[src/rtl/cpu_ctrl_pkg.sv]
// Shared control-path types and constants for the pipeline hazard/sequencing logic
// and the D/X pipeline register.
package cpu_ctrl_pkg;

  typedef enum logic [1:0] {
    RUN        = 2'd0,
    LOAD_STALL = 2'd1,
    FLUSH      = 2'd2,
    MEM_WAIT   = 2'd3
  } hz_state_t;

  localparam int REG_ZERO = 0;

  // D/X control-field layout; dx_bubble zeroes all of these
  localparam int DX_CTRL_W      = 4;
  localparam int DX_MEM_READ    = 0;
  localparam int DX_MEM_WRITE   = 1;
  localparam int DX_JUMP        = 2;
  localparam int DX_REG_WRITE   = 3;

  typedef struct packed {
    logic pc_write;
    logic fd_write;
    logic fd_flush;
    logic dx_write;
    logic dx_bubble;
  } hz_ctrl_t;

  localparam hz_ctrl_t CTL_RUN    = 5'b11010;
  localparam hz_ctrl_t CTL_STALL  = 5'b00011;
  localparam hz_ctrl_t CTL_FLUSH  = 5'b11111;
  localparam hz_ctrl_t CTL_FREEZE = 5'b00000;
  localparam hz_ctrl_t CTL_RESET  = 5'b00001;

endpackage

[src/rtl/hazard_compare.sv]
// Load-use match between a producer in a later stage and the Decode sources.
module hazard_compare
  import cpu_ctrl_pkg::*;
#(
  parameter int ADDR_W = 5
) (
  input  logic              src_read,
  input  logic [ADDR_W-1:0] src_addr,
  input  logic [ADDR_W-1:0] rs_addr,
  input  logic [ADDR_W-1:0] rt_addr,
  input  logic              uses_rt,
  output logic              hz
);

  assign hz = src_read & (src_addr != ADDR_W'(REG_ZERO)) &
              ((src_addr == rs_addr) | (uses_rt & (src_addr == rt_addr)));

endmodule

[src/rtl/dx_hazard_controller.sv]
// D/X hazard sequencer: load-use bubbles, jump flushes, memory-busy freeze.
// Optional perf counters enabled by defining HAZARD_PERF_CNT_EN.
module dx_hazard_controller
  import cpu_ctrl_pkg::*;
#(
  parameter int ADDR_W       = 5,
  parameter int LOAD_BUBBLES = 1,
  parameter int FLUSH_CYCLES = 1
) (
  input  logic              clk,
  input  logic              rst_n,
  input  logic [ADDR_W-1:0] d_rs_addr,
  input  logic [ADDR_W-1:0] d_rt_addr,
  input  logic              d_uses_rt,
  input  logic              x_mem_read,
  input  logic [ADDR_W-1:0] x_rt_addr,
  input  logic              x_jump,
  input  logic              mem_busy,
  output logic              pc_write,
  output logic              fd_write,
  output logic              fd_flush,
  output logic              dx_write,
  output logic              dx_bubble,
  output logic              stalled
`ifdef HAZARD_PERF_CNT_EN
  ,
  output logic [31:0]       stall_cycles,
  output logic [31:0]       flush_cycles
`endif
);

  hz_state_t state, state_nxt, resume, resume_nxt, eff;
  logic [1:0] cnt, cnt_nxt;
  logic       hz;
  hz_ctrl_t   ctl;

  hazard_compare #(.ADDR_W(ADDR_W)) u_cmp (
    .src_read (x_mem_read),
    .src_addr (x_rt_addr),
    .rs_addr  (d_rs_addr),
    .rt_addr  (d_rt_addr),
    .uses_rt  (d_uses_rt),
    .hz       (hz)
  );

  // Leaving MEM_WAIT behaves exactly like the state that was frozen
  assign eff = (state == MEM_WAIT) ? resume : state;

  always_ff @(posedge clk or negedge rst_n) begin
    if (!rst_n) begin
      state  <= RUN;
      resume <= RUN;
      cnt    <= 2'd0;
    end else begin
      state  <= state_nxt;
      resume <= resume_nxt;
      cnt    <= cnt_nxt;
    end
  end

  always_comb begin
    state_nxt  = state;
    resume_nxt = resume;
    cnt_nxt    = cnt;
    if (mem_busy) begin
      state_nxt = MEM_WAIT;
      if (state != MEM_WAIT) resume_nxt = state;
    end else begin
      case (eff)
        RUN: begin
          state_nxt = RUN;
          if (x_jump) begin
            if (FLUSH_CYCLES > 1) begin
              state_nxt = FLUSH;
              cnt_nxt   = 2'(FLUSH_CYCLES - 1);
            end
          end else if (hz) begin
            if (LOAD_BUBBLES > 1) begin
              state_nxt = LOAD_STALL;
              cnt_nxt   = 2'(LOAD_BUBBLES - 1);
            end
          end
        end
        LOAD_STALL: begin
          cnt_nxt   = cnt - 2'd1;
          state_nxt = (cnt <= 2'd1) ? RUN : LOAD_STALL;
        end
        FLUSH: begin
          cnt_nxt   = cnt - 2'd1;
          state_nxt = (cnt <= 2'd1) ? RUN : FLUSH;
        end
        default: state_nxt = RUN;
      endcase
    end
  end

  always_comb begin
    ctl = CTL_RUN;
    if (!rst_n)        ctl = CTL_RESET;
    else if (mem_busy) ctl = CTL_FREEZE;
    else begin
      case (eff)
        RUN:        ctl = x_jump ? CTL_FLUSH : (hz ? CTL_STALL : CTL_RUN);
        LOAD_STALL: ctl = CTL_STALL;  // load already advanced; no hz re-check
        FLUSH:      ctl = CTL_FLUSH;
        default:    ctl = CTL_RUN;
      endcase
    end
  end

  assign pc_write  = ctl.pc_write;
  assign fd_write  = ctl.fd_write;
  assign fd_flush  = ctl.fd_flush;
  assign dx_write  = ctl.dx_write;
  assign dx_bubble = ctl.dx_bubble;
  assign stalled   = ~ctl.pc_write;

`ifdef HAZARD_PERF_CNT_EN
  logic stall_evt;
  assign stall_evt = ~ctl.pc_write | (state == MEM_WAIT);

  always_ff @(posedge clk or negedge rst_n) begin
    if (!rst_n) begin
      stall_cycles <= 32'd0;
      flush_cycles <= 32'd0;
    end else begin
      if (stall_evt)    stall_cycles <= stall_cycles + 32'd1;
      if (ctl.fd_flush) flush_cycles <= flush_cycles + 32'd1;
    end
  end
`endif

endmodule
[config.mk]
export PLATFORM = sky130hd
export DESIGN_NAME = dx_hazard_controller
export DESIGN_NICKNAME = d
export VERILOG_FILES = /design/src/rtl/cpu_ctrl_pkg.sv /design/src/rtl/hazard_compare.sv /design/src/rtl/dx_hazard_controller.sv
export SDC_FILE = /design/constraint.sdc
export NUM_CORES = 1
export LEC_CHECK = 0
export ABC_AREA = 1
export BUFFER_PORTS_ARGS = -buffer_cell sky130_fd_sc_hd__clkbuf_2
export CORE_UTILIZATION = 30
export CTS_CLUSTER_SIZE = 20
export DETAILED_ROUTE_END_ITERATION = 8
export GPL_ROUTABILITY_DRIVEN = 0
export GPL_TIMING_DRIVEN = 0
export PLACE_DENSITY_LB_ADDON = 0.1
export REMOVE_ABC_BUFFERS = 1
export SYNTH_ARGS = -nofsm -noshare
export SYNTH_HDL_FRONTEND = slang
export SYNTH_SLANG_ARGS = --single-unit
[constraint.sdc]
create_clock -name clk -period 2.2 [get_ports clk]
set_clock_uncertainty 0.2 [all_clocks]
set_input_delay 0.44 -clock clk [delete_from_list [all_inputs] [get_ports clk]]
set_output_delay 0.44 -clock clk [all_outputs]
set_load 0.05 [all_outputs]
* Word level (Yosys, flattened, before mapping) *
Index checks and enable logic that the tools add are counted.

word-level totals
  bits in registers = 6
  latch bits = 0
  memory bits (writable) = 0
  memory bits (read-only) = 0
  bits of input ports = 21
  output and inout bits = 6
  logic and storage cells = 32
  memories = 0

operators by class
  add/sub/neg operators = 1
  multiply operators = 0
  divide/modulo/power cells = 0
  $lt $le $gt $ge = 1
  equality and inequality tests = 6
  shift operators = 0
  multiplexer cells = 10
  bitwise operators = 6
  reduce and logical (&&, ||, !) cells = 5

operators with widths
  operator             number
  $mux 5               4
  $pmux 5 s3           1
  $eq 5x5->1           2
  $mux 2               3
  $reduce_bool 5->1    1
  $eq 2x2->1 const B   2
  $pmux 2 s2           1
  $reduce_and 2->1     2
  $and 1x1->1          3
  $eq 2x1->1 const B   1
  $le 2x1->1 const B   1
  $logic_not 2->1      1
  $ne 2x2->1 const B   1
  $not 1->1            2
  $reduce_or 2->1      1
  $sub 2x1->2 const B  1
  $mux 1               1
  $or 1x1->1           1

* Longest topological paths before layout *
  depth after elaboration = 10
  gate-level depth with buffers = 12
  gate-level depth less buffers = 11

* Hierarchy *
Synthesis repeated with hierarchy kept, for this count alone.

unflattened totals
  cell total of the unflattened synthesis = 104
  area total of the unflattened synthesis = 611.8 um2

modules (own cells, without submodules)
  module                times used  cells each  area an instance (um2)  sequential area each (um2)
  dx_hazard_controller  1           52          405.4                   150.1
  hazard_compare        1           52          206.4                   0.0

* Worst setup path before layout *
Ideal clock, no wire load.

  path kind = input -> output
  start = input rst_n
  end = output fd_flush
  arrival time = 1.855 ns
  data required time = 1.560 ns
  setup slack = -0.295 ns
  stages on the path = 4
  buffers on the path = 0
  path through = inv_1 -> nor2_2 -> o21ai_1 -> a21oi_1

on the way
  word-level cells in the longest chain between the ends = 1

ends and longest elaborated chain
  element      RTL line                    text
  from (decl)  dx_hazard_controller.sv:11  input logic rst_n,
  $mux 5       dx_hazard_controller.sv:99  if (!rst_n) ctl = CTL_RESET;
  to (decl)    dx_hazard_controller.sv:21  output logic fd_flush,

No other way between the ends.

* Worst setup path in the final report *
  start = register state[1]
  end = output fd_write

on the way
  word-level cells in the longest chain between the ends = 6
  elaborated cells between the ends (all ways) = 8
  those cells by class = eq/ne: 3; mux: 4; reduce/logical: 1

ends and longest elaborated chain
  element                             RTL line                     text
  from (decl)                         dx_hazard_controller.sv:32   hz_state_t state, state_nxt, resume, resume_nxt, eff;
  from (signal assigned)              dx_hazard_controller.sv:55   state <= state_nxt;
  $eq 2x2->1                          dx_hazard_controller.sv:47   assign eff = (state == MEM_WAIT) ? resume : state;
  $mux 2 *                            dx_hazard_controller.sv:47
  $eq 2x2->1 (tied with other cells)  dx_hazard_controller.sv:102  case (eff)
  $pmux 5 s3 *                        dx_hazard_controller.sv:102
  $mux 5 *                            dx_hazard_controller.sv:100  else if (mem_busy) ctl = CTL_FREEZE;
  $mux 5 *                            dx_hazard_controller.sv:99
  to (decl)                           dx_hazard_controller.sv:20   output logic fd_write,

Every way passes the cells marked *; elsewhere a longest branch is shown, timed or not.

==> metrics list <==
- Dividing the synthesized area by the synthesized cell count gives 5.772 um^2.
* Area inside the core boundary: ~1800 um^2
* Crit path max-delay family: flip-flops
* Clock sink count: 6
- Global route overflow: 0
- Reg2reg start: state[1]
- In the final layout, the share of cells above drive strength 1 is 0.3714.
- Post-synthesis cell type count: 18
* Slowest cell on the critical path: sky130_fd_sc_hd__dfrtp_2
- Ratio of total power to cell area: approximately 610 nW/um^2
- Counting the fill cells in the layout gives 181.
- Via count of the first global-routing pass: around 650
* CTS root buf: sky130_fd_sc_hd__clkbuf_4
- Actual transition at the worst max-transition pin: between 200 and 300 ps
- FF/Latch Area: around 150 um^2
- 27 I/O pins were placed.
* Post-CTS clock slew at the launch and capture registers of the worst setup and hold paths: 40 ps
- Subtracting the final worst setup slack from the clock period gives 2346 ps.
- The number of buffers and inverters on the critical path is 4.
- The design draws 0.5785 mW.
* Count of pins over their slew limit: 0
- In the routed layout, each cell is associated on average with a via count of between 4 and 5.
- Maximum number of pins on one net before global-route repair: 7
* Remaining design rule violation count: 0
- For the worst-skew pair, the clock arrives at the later sink with an insertion delay of 240 ps.
- Endpoint kind of the worst setup timing path: output pin
- Number of search-and-repair iterations in the first detailed-routing pass: 4
- Total length of routed wires: 1367 um
* Critical Path Max Stage Delay: 450 ps
- Peak supply drop: 272.6 uV
* Number of synthesized flops with an enable pin: 0
- Inst Count DP: 156
- Cell types with the highest counts after synthesis: sky130_fd_sc_hd__nand2_1, sky130_fd_sc_hd__inv_1, sky130_fd_sc_hd__nor2_1, sky130_fd_sc_hd__dfrtp_1, sky130_fd_sc_hd__inv_2
- Type of the tightest min-delay check: reg -> reg
- Maximum fanout encountered on the critical timing path: 4
* Number of antenna cells inserted: 0
- Walking the worst path, the cells encountered are a21oi_4, buf_4, ha_2, nor2_2, nand2_1, inv_1, nand2_1, nand2_2, inv_2, clkbuf_16.
* Die span in y: 47.16 um
* Area growth from synthesis to layout: 55.21%
* Peak Freq: 426.3 MHz
- Setup violations remaining at the end of the flow were counted as 4.
- Area enclosed by the die boundary: 2224 um^2
* Cell with the most instances after synthesis: sky130_fd_sc_hd__nand2_1
- Data arrival time of the critical path: 1710 ps
- Classification of the worst setup path: reg -> out
- Final HPWL DP: ~1100 um
- The die is 47.16 um wide.
* Most repeated library cell on the critical path: sky130_fd_sc_hd__nand2_1
* Routed WL per cell: roughly 8.3 um
* Number of core rows: 15
* Final ANT Viol Nets: 0
* Setup crit start kind: flip-flop
- For this block, the initial DRC count from the detailed router was 7.
- Cell count of the worst reg-to-reg path: 5
- Synthesis produced a netlist whose cell count is 106.
- Critical Path End: fd_write
* Multi-input combinational cell area: 409.1 um^2
- The most used flip-flop cell after synthesis is sky130_fd_sc_hd__dfrtp_1.
- Leading area contributor after synthesis: sky130_fd_sc_hd__nand2_1
- Initial Util: 0.3361
- The share of the Yosys chip area taken by registers is 0.2454.
* Final critical-path share of the clock period: 1.066
- Netlist area before placement: 611.8 um^2
- Violated checks: negative setup slack
- In this run, CTS created clock tree buffers numbering 3.
- Result of the run: complete, but fails checks
- First-pass GRT wire length: 2408 um
- H-tree levels: 1
* Least setup slack across all paths after layout: -145.8 ps
- In this run the register-to-register setup slack is 610 ps.
- Area share of the leading cell type in the synthesized netlist: 0.2515
* Fin cells: 165
- Leakage power of the design: 0.5693 nW
- Final layout net count: 168
- CTS tree: done
- Counting buffers and inverters, the worst setup path is 10 cells deep.
* Total Routing Usage GR: 0.1535
- Setup repair after global routing could not meet its margin everywhere.
- The tool flagged a number of max-cap violations equal to 0.
- Synth area leaders: sky130_fd_sc_hd__nand2_1, sky130_fd_sc_hd__dfrtp_1, sky130_fd_sc_hd__inv_1
- Critical Path Source: state[1]
* Remaining max-slew budget at the tightest pin: 0.8126
- At the worst endpoint, the required time is between 1500 and 2000 ps.
- In the synthesized netlist the async set-or-reset flop fraction comes to 1.000.
- The final count of hold timing violations was 0.
* Count of yosys warnings during synthesis: 0
- Deepest clock path buffer count: 2
* Port-buffer cells: 26
- The synthesized design contains 6 register bits.
- The routed layout has between 600 and 700 vias.
- Antenna violations before repair: 0
- The worst register-to-register path ends at cnt[0].
## flip-flops by register name (all words and copies together), names as in the netlist
name / count
state: 2
resume: 2
cnt: 2
## metrics by stage
| step | utilization | cell area, um^2 | hold slack [ps] | worst slack, ps | TNS [ps] |
|---|---|---|---|---|---|
| floorplan | - | 604.3 | -55.59 | -295.3 | -646.6 |
| global placement | 0.4206 | 765.7 | 87.18 | -191.6 | -440.5 |
| detailed placement | 0.4206 | 765.7 | 87.76 | -216.3 | -562.2 |
| CTS | 0.5100 | 928.4 | 281.9 | -132.8 | -495.2 |
| global route | 0.5216 | 949.7 | 297.5 | -245.4 | -1000 |
| finish | 0.5216 | 949.7 | 275.6 | -145.8 | -520.5 |
## where the power goes
part           switching, mW  total, mW  internal, mW
clock network         0.0391      0.101        0.0617
registers             0.0210      0.162         0.141
logic                  0.172      0.315         0.143
total                  0.232      0.579         0.346
## what timing repair did
| action | 4_1_cts | 5_1_grt |
|---|---|---|
| hold endpoints to repair | 6 | 0 |
| setup buffers | 3 | 2 |
| hold buffers | 1 | 0 |
| endpoints found under the setup margin | 5 | 5 |
| gates resized for setup | 22 | 3 |
| pin swaps | 4 | 2 |
| gates cloned | 0 | 0 |
## routing by layer
metal / vias up / part of all wire / global-route usage
li1: 381 / - / -
met4: 0 / 0 / 0.03429
met2: 22 / 0.51 / 0.2861
met1: 293 / 0.45 / 0.1678
met5: - / 0 / 0
met3: 0 / 0.046 / 0.05000
## logic make-up after synthesis
kind of cell    share of synthesized area
fa+ha+maj                          0.1022
simple gates                       0.3845
compound gates                    0.07974
buf+inv                            0.1595
flops                              0.2454
xor+xnor                          0.02864
## cell usage in the layout (no fill, tap or decap), types with 2 or more instances in the layout
master                      synthesis  routed
sky130_fd_sc_hd__nand2_2            1       2
sky130_fd_sc_hd__clkbuf_16          0       2
sky130_fd_sc_hd__clkbuf_2           0      21
sky130_fd_sc_hd__nand3_1            3       3
sky130_fd_sc_hd__inv_1             18      16
sky130_fd_sc_hd__o21ai_0            3       3
sky130_fd_sc_hd__a21oi_1            3       2
sky130_fd_sc_hd__ha_2               0       2
sky130_fd_sc_hd__clkbuf_8           0       2
sky130_fd_sc_hd__inv_2              6       8
sky130_fd_sc_hd__dfrtp_1            6       5
sky130_fd_sc_hd__buf_4              1       5
sky130_fd_sc_hd__clkbuf_4           0       3
sky130_fd_sc_hd__nor2_2             1       2
sky130_fd_sc_hd__ha_1               5       2
sky130_fd_sc_hd__nand2_1           41      40
sky130_fd_sc_hd__nor2_1            11      10
## worst min path at each step
| stage | depth (start not counted) | to | slack, ps | start |
|---|---|---|---|---|
| final | 1 | cnt[0] | 280 | cnt[0] |
| after global routing | 3 | resume[0] | 300 | mem_busy |
| after CTS | 1 | cnt[0] | 280 | cnt[0] |
| after detailed placement | 1 | cnt[0] | 90 | rst_n |
| after global placement | 1 | resume[0] | 90 | rst_n |
| after floorplan | 0 | cnt[0] | -60 | rst_n |
## layout make-up
type,count,area share
inverter,24,0.09486
multi-input combinational,75,0.4308
clock buffer,3,0.02372
timing repair buffer,32,0.2582
tap,25,0.03294
sequential,6,0.1594
(Power assumes the default switching activity.)
